==> config.mk <==
export PLATFORM = sky130hd
export DESIGN_NAME = fp_cmp_arbiter
export DESIGN_NICKNAME = d
export VERILOG_FILES = /design/src/rtl/fp_cmp_arbiter.sv
export SDC_FILE = /design/constraint.sdc
export NUM_CORES = 1
export LEC_CHECK = 0
export ABC_AREA = 0
export BUFFER_PORTS_ARGS = -buffer_cell sky130_fd_sc_hd__buf_4
export CAP_MARGIN = 20
export CORE_AREA = 2 2 157 159
export CTS_BUF_LIST = sky130_fd_sc_hd__clkbuf_4 sky130_fd_sc_hd__clkbuf_8
export DETAILED_ROUTE_END_ITERATION = 10
export DIE_AREA = 0 0 159 161
export GPL_ROUTABILITY_DRIVEN = 0
export GPL_TIMING_DRIVEN = 0
export PLACE_DENSITY = 0.62
export SLEW_MARGIN = 30
export SYNTH_ARGS = -nofsm -noshare
export SYNTH_HDL_FRONTEND = slang
export SYNTH_SLANG_ARGS = --single-unit
export TNS_END_PERCENT = 1
==> constraint.sdc <==
create_clock -name aclk -period 4.8 [get_ports aclk]
set_clock_uncertainty 0.2 [all_clocks]
set_input_delay 0.96 -clock aclk [delete_from_list [all_inputs] [get_ports aclk]]
set_output_delay 0.96 -clock aclk [all_outputs]
set_load 0.01 [all_outputs]
==> src/rtl/fp_cmp_arbiter.sv <==
// Round-robin arbiter sharing one pipelined FP greater-than comparator among NUM_REQ requesters.
// Optional macro FP_CMP_ARB_NAN_BYPASS_EN forces results of NaN compares to zero.
module fp_cmp_arbiter #(
    parameter int unsigned NUM_REQ     = 4,
    parameter int unsigned CMP_LATENCY = 1,
    parameter int unsigned DATA_W      = 32
) (
    input  logic                         aclk,
    input  logic                         aresetn,
    input  logic [NUM_REQ-1:0]           req_valid,
    output logic [NUM_REQ-1:0]           req_ready,
    input  logic [NUM_REQ*DATA_W-1:0]    req_value1,
    input  logic [NUM_REQ*DATA_W-1:0]    req_value2,
    output logic [DATA_W-1:0]            cmp_value1,
    output logic [DATA_W-1:0]            cmp_value2,
    input  logic [DATA_W-1:0]            cmp_result,
    output logic [NUM_REQ-1:0]           resp_valid,
    output logic [$clog2(NUM_REQ)-1:0]   resp_id,
    output logic [DATA_W-1:0]            resp_result
);

    localparam int unsigned ID_W = $clog2(NUM_REQ);

    logic [ID_W-1:0]        ptr_q;
    logic [ID_W-1:0]        scan_idx;
    logic [ID_W-1:0]        grant_id;
    logic                   grant_any;
    logic [NUM_REQ-1:0]     grant;
    logic [DATA_W-1:0]      grant_value1;
    logic [DATA_W-1:0]      grant_value2;

    logic [CMP_LATENCY-1:0] tag_valid_q;
    logic [ID_W-1:0]        tag_id_q [CMP_LATENCY];
    logic [DATA_W-1:0]      resp_data;

    // Scan from the pointer, wrapping modulo NUM_REQ; first asserted valid wins.
    always_comb begin
        scan_idx  = '0;
        grant_id  = '0;
        grant_any = 1'b0;
        for (int k = 0; k < NUM_REQ; k++) begin
            scan_idx = ID_W'((int'(ptr_q) + k) % NUM_REQ);
            if (!grant_any && req_valid[scan_idx]) begin
                grant_any = 1'b1;
                grant_id  = scan_idx;
            end
        end
        grant = grant_any ? (NUM_REQ'(1) << grant_id) : '0;
    end

    // Ready is combinational, so hold it low while reset is asserted.
    assign req_ready    = aresetn ? grant : '0;
    assign grant_value1 = req_value1[grant_id*DATA_W +: DATA_W];
    assign grant_value2 = req_value2[grant_id*DATA_W +: DATA_W];

    always_ff @(posedge aclk or negedge aresetn) begin
        if (!aresetn) begin
            ptr_q      <= '0;
            cmp_value1 <= '0;
            cmp_value2 <= '0;
        end else if (grant_any) begin
            ptr_q      <= (grant_id == ID_W'(NUM_REQ - 1)) ? '0 : grant_id + 1'b1;
            cmp_value1 <= grant_value1;
            cmp_value2 <= grant_value2;
        end
    end

    always_ff @(posedge aclk or negedge aresetn) begin
        if (!aresetn) begin
            tag_valid_q <= '0;
            for (int i = 0; i < CMP_LATENCY; i++) begin
                tag_id_q[i] <= '0;
            end
        end else begin
            tag_valid_q[0] <= grant_any;
            tag_id_q[0]    <= grant_id;
            for (int i = 1; i < CMP_LATENCY; i++) begin
                tag_valid_q[i] <= tag_valid_q[i-1];
                tag_id_q[i]    <= tag_id_q[i-1];
            end
        end
    end

`ifdef FP_CMP_ARB_NAN_BYPASS_EN
    logic [CMP_LATENCY-1:0] tag_nan_q;
    logic                   grant_nan;

    function automatic logic is_nan(input logic [DATA_W-1:0] v);
        return (v[30:23] == 8'hFF) && (v[22:0] != 23'd0);
    endfunction

    assign grant_nan = is_nan(grant_value1) || is_nan(grant_value2);

    always_ff @(posedge aclk or negedge aresetn) begin
        if (!aresetn) begin
            tag_nan_q <= '0;
        end else begin
            tag_nan_q[0] <= grant_nan;
            for (int i = 1; i < CMP_LATENCY; i++) begin
                tag_nan_q[i] <= tag_nan_q[i-1];
            end
        end
    end

    // NaN is unordered, so the compare is reported as "not greater".
    assign resp_data = tag_nan_q[CMP_LATENCY-1] ? '0 : cmp_result;
`else
    assign resp_data = cmp_result;
`endif

    always_ff @(posedge aclk or negedge aresetn) begin
        if (!aresetn) begin
            resp_valid  <= '0;
            resp_id     <= '0;
            resp_result <= '0;
        end else if (tag_valid_q[CMP_LATENCY-1]) begin
            resp_valid  <= NUM_REQ'(1) << tag_id_q[CMP_LATENCY-1];
            resp_id     <= tag_id_q[CMP_LATENCY-1];
            resp_result <= resp_data;
        end else begin
            resp_valid  <= '0;
        end
    end

endmodule

# Word-level counts from Yosys, hierarchy flattened
# Cells that the tools add are included.
[totals] register_bits=107 latch_bits=0 ramBits=0 rom_bits=0 in_bits=294 memories=0
[op_classes] add_sub_neg=4 multipliers=0 n_div=0 order_cmp=4 eq_ne=1 n_shift=4 n_mux=20 n_bitwise=0 n_reduce_logical=6
[ops] op="indexed part select 128 x 8 -> 32 bit" n=2
[ops] op="< comparator 2 x 3 -> 1 bit (second input constant)" n=4
[ops] op="two-way mux 4 bit" n=3
[ops] op="two-way mux 2 bit" n=5
[ops] op="binary-select mux 1 bit (select 2 bit)" n=4
[ops] op="two-way mux 1 bit" n=8
[ops] op="<< shifter 1 x 2 -> 4 bit (first input constant)" n=2
[ops] op="adder 2 x 1 -> 2 bit (second input constant)" n=2
[ops] op="adder 2 bit (second input constant)" n=2
[ops] op="logical AND 1 bit" n=3
[ops] op="zero test 1 bit" n=3
[ops] op="equality test 2 bit (second input constant)" n=1

# Logic depth before layout (Yosys ltp)
# Gate-level depths: netlist of run 1.
[depth] depth_word=15 ltp_mapped=9 mapped_depth_nobuf=6

# Least setup slack after synthesis of run 1
# Ideal clock, no wire load.
[synth_path] kind="input to output" startpoint="in req_valid[2]" endpoint="out req_ready[3]" arrival_time_ns=2.290 path_slack_ns=1.350 path_stages=8 path_buffers=2 cell_sequence="nor2b_1 o21a_1 or3_1 buf_2 inv_2 buf_2 ha_1 and3_1"
[synth_between] elab_chain_len=15 elab_cells_between_ends=25
[synth_lines] item="start: declaration" line_no="10" source="input logic [NUM_REQ-1:0] req_valid,"
[synth_lines] item="binary-select mux 1 bit (select 2 bit)" line_no="43" source="if (!grant_any && req_valid[scan_idx]) begin"
[synth_lines] item="two-way mux 1 bit (implied by the code)" line_no="43"
[synth_lines] item="two-way mux 1 bit" line_no="43"
[synth_lines] item="zero test 1 bit" line_no="43"
[synth_lines] item="logical AND 1 bit" line_no="43"
[synth_lines] item="two-way mux 1 bit" line_no="43"
[synth_lines] item="zero test 1 bit" line_no="43"
[synth_lines] item="logical AND 1 bit" line_no="43"
[synth_lines] item="two-way mux 1 bit" line_no="43"
[synth_lines] item="zero test 1 bit" line_no="43"
[synth_lines] item="logical AND 1 bit" line_no="43"
[synth_lines] item="two-way mux 2 bit" line_no="43"
[synth_lines] item="<< shifter 1 x 2 -> 4 bit" line_no="48" source="grant = grant_any ? (NUM_REQ'(1) << grant_id) : '0;"
[synth_lines] item="two-way mux 4 bit (*)" line_no="48"
[synth_lines] item="two-way mux 4 bit (*)" line_no="52" source="assign req_ready = aresetn ? grant : '0;"
[synth_lines] item="end: declaration" line_no="11" source="output logic [NUM_REQ-1:0] req_ready,"
# Every way passes the cells marked *; elsewhere a longest branch is shown, timed or not. The select of a mux whose other input is x is not followed.

# Worst setup path after layout of run 1
[layout_path] startpoint="in req_valid[2]" endpoint="out req_ready[2]"
# The elaborated chain is that of the path after synthesis.

==> flow_summary.yaml, run 1 <==
run_status:
  outcome: "completed"
power_and_ir_drop:
  p_switching_mw: 1.94
  switching_share_pct: 43.8
  power_report.internal_total_mw: 2.49
  vdd_drop_max_uv: 171
  p_comb_share_pct: 54.2
  p_leak_nw: 4.52
  powerDensity_nw_per_um2: 464
  seqPwrFrac_pct: 32.4
  p_clk_share_pct: 13.5
routing:
  drt_iter0_drc: 447
  viasPerCell: 4.90
  post_drt_wl_per_cell_microns: 19.2
  vias: 7021
  drc: 0
  firstDrtPassIters: 5
  wirelength_mm: 27.6
  drtAntennaViolNets: 0
synth:
  yosysUniqueCellTypes: 28
  syn_nets: 989
  synth_seq_cells: 107
  synth_common_cells: "nand2_1 (194), dfrtp_1 (107), nor2_1 (66), nor3_1 (66), a211oi_1 (65)"
  yosys-top-cells-area: "dfrtp_1 (45%), nand2_1 (12%), a311oi_1 (9.5%)"
  syn_avg_cell_area_sq_um: 8.48
  synth_edf_count: 0
  synthCells: 694
  synth_top_area_share_pct: 45.5
  synth.most_common_cell: "nand2_1"
  async_flop_share_pct: 100
  syn-cell-area_sq_um: 5890
  ys_warn_count: 0
  synth_area_leader_cell: "dfrtp_1"
  synthFlopType: "dfrtp_1"
  yosysSeqAreaShare_pct: 45.5
sta:
  hold-worst-slack_ns: 0.211
  setup_violations: 0
  finalCriticalPeriod_ns: 4.25
  slew_headroom_pct: 49.9
  setup_tns_ns: 0
  slew_violations: 0
  tightest_slew_ns: 0.752
  finalCritPeriodShare_pct: 88.6
  hold_viol_final: 0
  fmax_ghz: 0.235
  rsz0062_at_grt: "no"
finish:
  area_growth_syn_to_layout_pct: 61.9
  num-nets-final: 1400
  antenna_cells: 0
  drive_gt1_share_pct: 42.4
  final_core_util_pct: 39.8
  stdcell_count: 1434
global_routing:
  busiest_layer: "met2"
  grt_max_degree: 71
  gr-total-overflow: 0
  grt_pass1_vias: 7172
  antenna_found_initial: 0
  use_met1_pct: 25.4
  grt_pass1_wl_mm: 41.2
  track_usage_pct: 20.8
  met3_usage_pct: 4.31
  grt_util_met2_pct: 36.2
floorplanning:
  io_pins: 400
  start_util_pct: 24.6
  fp.coreArea_sq_um: 24000
  die_w_microns: 159
  placementRows: 57
  die_area_sq_um: 25600
  fp.dieH_microns: 161
worst_hold_path:
  hp-class: "in2async"
clock_tree:
  cts_resized: 0
  clk_latency_ns: 0.40
  clock_sinks: 107
  cts.clk_slew.worst_paths_ns: 0.13
  cts_made_buffers: 9
  cts_max_path_buffers: 2
  cts_root_buffer: "clkbuf_8"
  postCtsHoldBufs: 0
  postCtsSetupBuffers: 0
  cts_tree: "yes"
  htreeDepth: 3
critical_path:
  cp.arrival_ns: 3.09
  required_ns: 3.64
  worstSetupStartpointType: "input port"
  crit_fanout: 10
  reg2reg_depth: 8
  critPathKind: "in2out"
  critPathCaptureType: "primary output"
placement:
  dp_cells: 1418
  dp_hpwl_mm: 21.5
  port_buffers: 399
flow_run:
  cap_violations: 0
-- layout make-up --
type                    instances  area (sq um)
fillers                      2528         14400
repair buffers                400          3030
multi-input cells             512          2890
flip-flops and latches        107          2680
well taps                     324           405
plain buffers                  68           293
clock buffers                  10           138
clock inverters                 6          67.6
inverters                       7          26.3
-- routing by layer --
layer,vias up,part of all wire [%],wire (microns)
met2,367,50,13700
met5,-,0,0
li1,3306,-,-
met3,44,7.2,1990
met4,0,2.8,782
met1,3304,40,11100
-- metrics by stage --
step	total power, mW	instance area (sq um)	worst slack [ns]
6_report	4.43	9530	0.549
3_3_place_gp	3.85	9290	0.456
5_1_grt	4.73	9530	0.376
2_1_floorplan	2.62	5890	1.35
3_5_place_dp	3.88	9330	0.465
4_1_cts	4.49	9530	0.464
-- final timing paths --
| check | startpoint | end | slack [ns] |
|---|---|---|---|
| max reg2reg | ptr_q[0] | ptr_q[1] | 1.90 |
| max | req_valid[2] | req_ready[2] | 0.55 |
| min in group aclk | tag_id_q[1] | resp_valid[0] | 0.28 |
| min reg2reg | tag_id_q[1] | resp_valid[0] | 0.28 |
| max in group asynchronous | aresetn | cmp_value2[6] | 3.49 |
| min | aresetn | cmp_value2[11] | 0.21 |
-- power by group through the flow --
stage | Clock [mW] | Sequential [mW] | Combinational, mW
finish | 0.596 | 1.43 | 2.40
global route | 0.651 | 1.48 | 2.60
CTS | 0.628 | 1.43 | 2.43
detailed placement | 0 | 1.45 | 2.43
global placement | 0 | 1.43 | 2.41
floorplan | 0 | 1.57 | 1.05
-- sequential cells by signal, indices dropped and copies added (netlist names) --
register	cells
resp_result	32
resp_valid	4
cmp_value2	32
tag_id_q	2
ptr_q	2
cmp_value1	32
tag_valid_q	1
resp_id	2
-- cells by family after synthesis --
kind of cell / count (synthesis) / share of synthesized area [%]
and+or+nand+nor: 339 / 23.6
AOI/OAI and AO/OA: 138 / 18.7
DFF: 107 / 45.5
buffers and inverters: 75 / 5.42
muxes: 34 / 6.51
adders and majority gates: 1 / 0.213
-- critical path, stage by stage --
cell and delay, ns:
buf_4 0.09, nor2b_1 0.16, o21a_1 0.18, clkbuf_1 0.58, clkbuf_1 0.47, a211oi_1 0.18, nor3_1 0.27, buf_4 0.18
-- placed cells by master, fill, tap and decap left out, types with 4 or more instances in the layout --
cell	instances
a311oi_1	64
nand2_1	194
buf_4	402
dfrtp_1	107
nor2_1	66
clkbuf_8	10
clkbuf_1	50
nor3_1	66
buf_2	12
a211oi_1	65
mux2_2	33
inv_2	4
(Power assumes the default switching activity.)
==> run 2: changes to the inputs <==
--- a/config.mk
+++ b/config.mk
@@ -14,7 +14,6 @@
 export DIE_AREA = 0 0 159 161
 export GPL_ROUTABILITY_DRIVEN = 0
 export GPL_TIMING_DRIVEN = 0
-export PLACE_DENSITY = 0.62
 export SLEW_MARGIN = 30
 export SYNTH_ARGS = -nofsm -noshare
 export SYNTH_HDL_FRONTEND = slang
==> run 2 against run 1 <==
  * Global-route usage rose by 0.20 points
  * First-iteration DRC count shrank 2.2%
  * Die area is the same
  * Combinational power about the same
  * Utilization down 0.073 points
  * Final cell count did not move
  * Critical endpoint is now req_ready[0]
  * Largest cell class unchanged
  * Highest routed layer unchanged
==> flow_summary.yaml, run 2 (same netlist as run 1, synthesis figures left out) <==
worst_hold_path:
  hp-class: "in2async"
critical_path:
  path_cells: "buf_4 > nand2b_1 > a21oi_1 > clkbuf_1 > clkbuf_1 > a211oi_1 > nor3_1 > buf_4"
  cp.arrival_ns: 3.22
  rr_endpoint: "ptr_q[1]"
  r2r_start: "ptr_q[0]"
  critPathCaptureType: "primary output"
  reg2reg_slack_ns: 1.81
  reg2reg_depth: 8
  crit_fanout: 10
  critPathKind: "in2out"
  cpPeakStageDelay_ns: 0.56
  required_ns: 3.64
  slowest_stage: "clkbuf_1"
  worstSetupStartpointType: "input port"
sta:
  tightest_slew_ns: 0.754
  rsz0062_at_grt: "no"
  setup_violations: 0
  fmax_ghz: 0.228
  slew_headroom_pct: 49.7
  fin_ws_ns: 0.422
  setup_tns_ns: 0
  hold_viol_final: 0
  slew_violations: 0
  finalCriticalPeriod_ns: 4.38
  finalCritPeriodShare_pct: 91.2
floorplanning:
  start_util_pct: 24.6
  placementRows: 57
  io_pins: 400
  fp.dieH_microns: 161
  die_area_sq_um: 25600
  die_w_microns: 159
  fp.coreArea_sq_um: 24000
clock_tree:
  postCtsSetupBuffers: 0
  postCtsHoldBufs: 0
  cts_made_buffers: 9
  cts_resized: 0
  clock_sinks: 107
  cts_tree: "yes"
  htreeDepth: 3
  clk_latency_ns: 0.37
  cts.clk_slew.worst_paths_ns: 0.12
  cts_root_buffer: "clkbuf_8"
  cts_max_path_buffers: 2
finish:
  fillers: 2480
  multiInputGateArea_sq_um: 2890
  final_common_cell: "buf_4"
  area_growth_syn_to_layout_pct: 61.6
  num-nets-final: 1400
  antenna_cells: 0
  reg_top3: "cmp_value1 x32, cmp_value2 x32, resp_result x32"
  regArea_sq_um: 2680
  drive_gt1_share_pct: 42.4
  layout_common_cells: "buf_4 (402), nand2_1 (194), dfrtp_1 (107)"
global_routing:
  track_usage_pct: 21.0
  grt_max_degree: 58
  grt_pass1_wl_mm: 41.7
  antenna_found_initial: 0
  gr-total-overflow: 0
  grt_pass1_vias: 7267
power_and_ir_drop:
  p_leak_nw: 4.51
  powerDensity_nw_per_um2: 464
  vdd_drop_max_uv: 150
routing:
  drtAntennaViolNets: 0
  vias: 7002
  viasPerCell: 4.88
  firstDrtPassIters: 4
  drc: 0
  post_drt_wl_per_cell_microns: 19.3
  drt_iter0_drc: 437
  wirelength_mm: 27.6
run_status:
  outcome: "completed"
placement:
  port_buffers: 399
  dp_hpwl_mm: 21.5
  dp_slack_ns: 0.351
flow_run:
  cap_violations: 0
-- run 2: cell types whose count changed in the layout (fill, tap and decap cells not counted), sizes merged --
cell      previous run  this run
clkinv               3         1
inv                 10        11
clkinvlp             0         1
-- run 2: cell type report --
type | instances | area share (%)
Timing Repair Buffer | 400 | 31.9
Multi-Input combinational cell | 512 | 30.4
Sequential cell | 107 | 28.1
Tap cell | 324 | 4.26
Buffer | 68 | 3.08
Clock buffer | 10 | 1.38
Clock inverter | 6 | 0.592
Inverter | 7 | 0.276
-- run 2: how the worst max path moves through the flow --
stage	start	end	cells after the start
2_1_floorplan	req_valid[2]	req_ready[3]	8
3_3_place_gp	req_valid[1]	req_ready[0]	8
3_5_place_dp	req_valid[1]	req_ready[0]	8
4_1_cts	req_valid[1]	req_ready[0]	8
5_1_grt	req_valid[1]	req_ready[0]	8
6_report	req_valid[1]	req_ready[0]	8
-- run 2: critical path: cells and delay by family --
kind            cells  cell delay [ns]
buf+inv             4             1.41
simple gates        2             0.45
compound gates      2             0.38
-- run 2: per-stage QoR --
stage	instances	utilization, %	power (mW)	hold slack, ns	area (sq um)
after floorplan	694	-	2.62	0.237	5890
after global placement	1417	38.8	3.86	0.256	9290
after detailed placement	1418	38.9	3.88	0.259	9330
after CTS	1434	39.7	4.48	0.241	9510
after global routing	1434	39.7	4.73	0.254	9510
final	1434	39.7	4.42	0.257	9510
-- run 2: layer usage --
| layer | global-route usage, % | share of wire [%] |
|---|---|---|
| met5 | 0 | 0 |
| met4 | 9.38 | 3.6 |
| met3 | 4.96 | 7.3 |
| met2 | 35.9 | 49 |
| met1 | 25.3 | 40 |
-- run 2: where the power goes --
group          total, mW  internal (mW)  switching (mW)
registers           1.44           1.23           0.207
clock network      0.578          0.208           0.370
logic               2.40           1.03            1.36
total               4.42           2.48            1.94
==> run 3: changes to the inputs <==
--- a/config.mk
+++ b/config.mk
@@ -6,7 +6,7 @@
 export NUM_CORES = 1
 export LEC_CHECK = 0
 export ABC_AREA = 0
-export BUFFER_PORTS_ARGS = -buffer_cell sky130_fd_sc_hd__buf_4
+export BUFFER_PORTS_ARGS = -buffer_cell sky130_fd_sc_hd__buf_2
 export CAP_MARGIN = 20
 export CORE_AREA = 2 2 157 159
 export CTS_BUF_LIST = sky130_fd_sc_hd__clkbuf_4 sky130_fd_sc_hd__clkbuf_8
==> run 3 against run 2 <==
  * First-iteration DRC count rose by 1.4%
  * Final cell count barely moved
  * Die area did not move
  * Largest power group unchanged
==> flow_summary.yaml, run 3 (same netlist as run 1, synthesis figures left out) <==
run_status:
  outcome: "completed"
placement:
  dp_hpwl_mm: 20.8
  port_buffers: 399
routing:
  firstDrtPassIters: 5
  met1_length_mm: 11.0
  wl_met2_mm: 12.8
  drc: 0
  viasPerCell: 4.90
  met3_length_mm: 1.94
  wirelength_mm: 26.8
  top_layer_used: "met5"
  drt_iter0_drc: 443
  post_drt_wl_per_cell_microns: 18.7
  drtAntennaViolNets: 0
  vias: 7028
critical_path:
  crit_fanout: 10
  required_ns: 3.64
  cp.arrival_ns: 3.28
  critPathCaptureType: "primary output"
  critPathKind: "in2out"
  path_cells: "buf_2 > nand2b_1 > a21oi_1 > clkbuf_1 > clkbuf_1 > a211oi_1 > nor3_1 > buf_2"
  crit_buf_inv: 4
  critical-path-top-delay-family: "buffers and inverters"
  cpPeakStageDelay_ns: 0.62
  worstSetupStartpointType: "input port"
  slowest_stage: "clkbuf_1"
clock_tree:
  cts_tree: "yes"
  cts_root_buffer: "clkbuf_8"
  clock_sinks: 107
  clk_latency_ns: 0.38
  cts_resized: 0
  postCtsHoldBufs: 0
  cts.clk_slew.worst_paths_ns: 0.12
  postCtsSetupBuffers: 0
  cts_max_path_buffers: 2
  cts_made_buffers: 9
  htreeDepth: 3
finish:
  final_common_cell: "buf_2"
  area_growth_syn_to_layout_pct: 44.7
  final_core_util_pct: 35.6
  drive_gt1_share_pct: 42.4
  layout_common_cells: "buf_2 (410), nand2_1 (194), dfrtp_1 (107)"
  num-nets-final: 1400
  reg_top3: "cmp_value1 x32, cmp_value2 x32, resp_result x32"
flow_run:
  cap_violations: 0
power_and_ir_drop:
  powerDensity_nw_per_um2: 489
  vdd_drop_max_uv: 144
  p_leak_nw: 4.17
floorplanning:
  placementRows: 57
  fp.dieH_microns: 161
  start_util_pct: 24.6
  die_area_sq_um: 25600
  io_pins: 400
  fp.coreArea_sq_um: 24000
  die_w_microns: 159
global_routing:
  grt_pass1_vias: 6970
  gr-total-overflow: 0
  antenna_found_initial: 2
  track_usage_pct: 19.9
  grt_max_degree: 69
  grt_pass1_wl_mm: 39.2
worst_hold_path:
  hp-class: "in2async"
sta:
  setup_violations: 0
  fmax_ghz: 0.225
  rsz0062_at_grt: "no"
  tightest_slew_ns: 0.794
  finalCritPeriodShare_pct: 92.6
  setup_tns_ns: 0
  hold_viol_final: 0
  finalCriticalPeriod_ns: 4.44
  hold-worst-slack_ns: 0.234
  slew_violations: 0
  slew_headroom_pct: 47.1
[run 3: routing by layer]
metal | global-route usage (%) | vias up
met2 | 33.8 | 402
met1 | 24.4 | 3256
met3 | 4.31 | 68
met4 | 8.84 | 2
met5 | 0 | -
li1 | - | 3300
[run 3: path summary, 6_finish.rpt]
kind / startpoint / endpoint / slack, ns / depth (start not counted)
worst min-delay path: aresetn / resp_result[2] / 0.23 / 1
worst min register to register: tag_id_q[0] / resp_valid[2] / 0.29 / 1
min in group aclk: tag_id_q[0] / resp_valid[2] / 0.29 / 1
max in group asynchronous: aresetn / cmp_value2[16] / 3.49 / 2
worst max-delay path: req_valid[1] / req_ready[2] / 0.36 / 8
worst max register to register: ptr_q[0] / ptr_q[1] / 1.79 / 8
[run 3: metrics by stage]
step	setup slack [ns]	total power, mW	area, sq um	instances
after floorplan	1.35	2.62	5890	694
after global placement	0.0382	3.61	8290	1417
after detailed placement	0.305	3.63	8330	1418
after CTS	0.303	4.21	8520	1434
after global routing	0.187	4.46	8520	1435
final	0.357	4.17	8520	1435
[run 3: layout make-up]
cell class	instances	area, sq um
Tap cell	324	405
Buffer	68	293
Clock inverter	6	56.3
Inverter	7	26.3
Fill cell	2579	15400
Sequential cell	107	2680
Multi-Input combinational cell	512	2890
Timing Repair Buffer	400	2030
Antenna cell	1	2.50
Clock buffer	10	131
[run 3: power by group]
group | total, mW | leakage, nW | internal (mW) | switching, mW
Sequential | 1.43 | 1.24 | 1.23 | 0.197
Combinational | 2.18 | 2.83 | 0.799 | 1.38
Clock | 0.564 | 0.0943 | 0.207 | 0.357
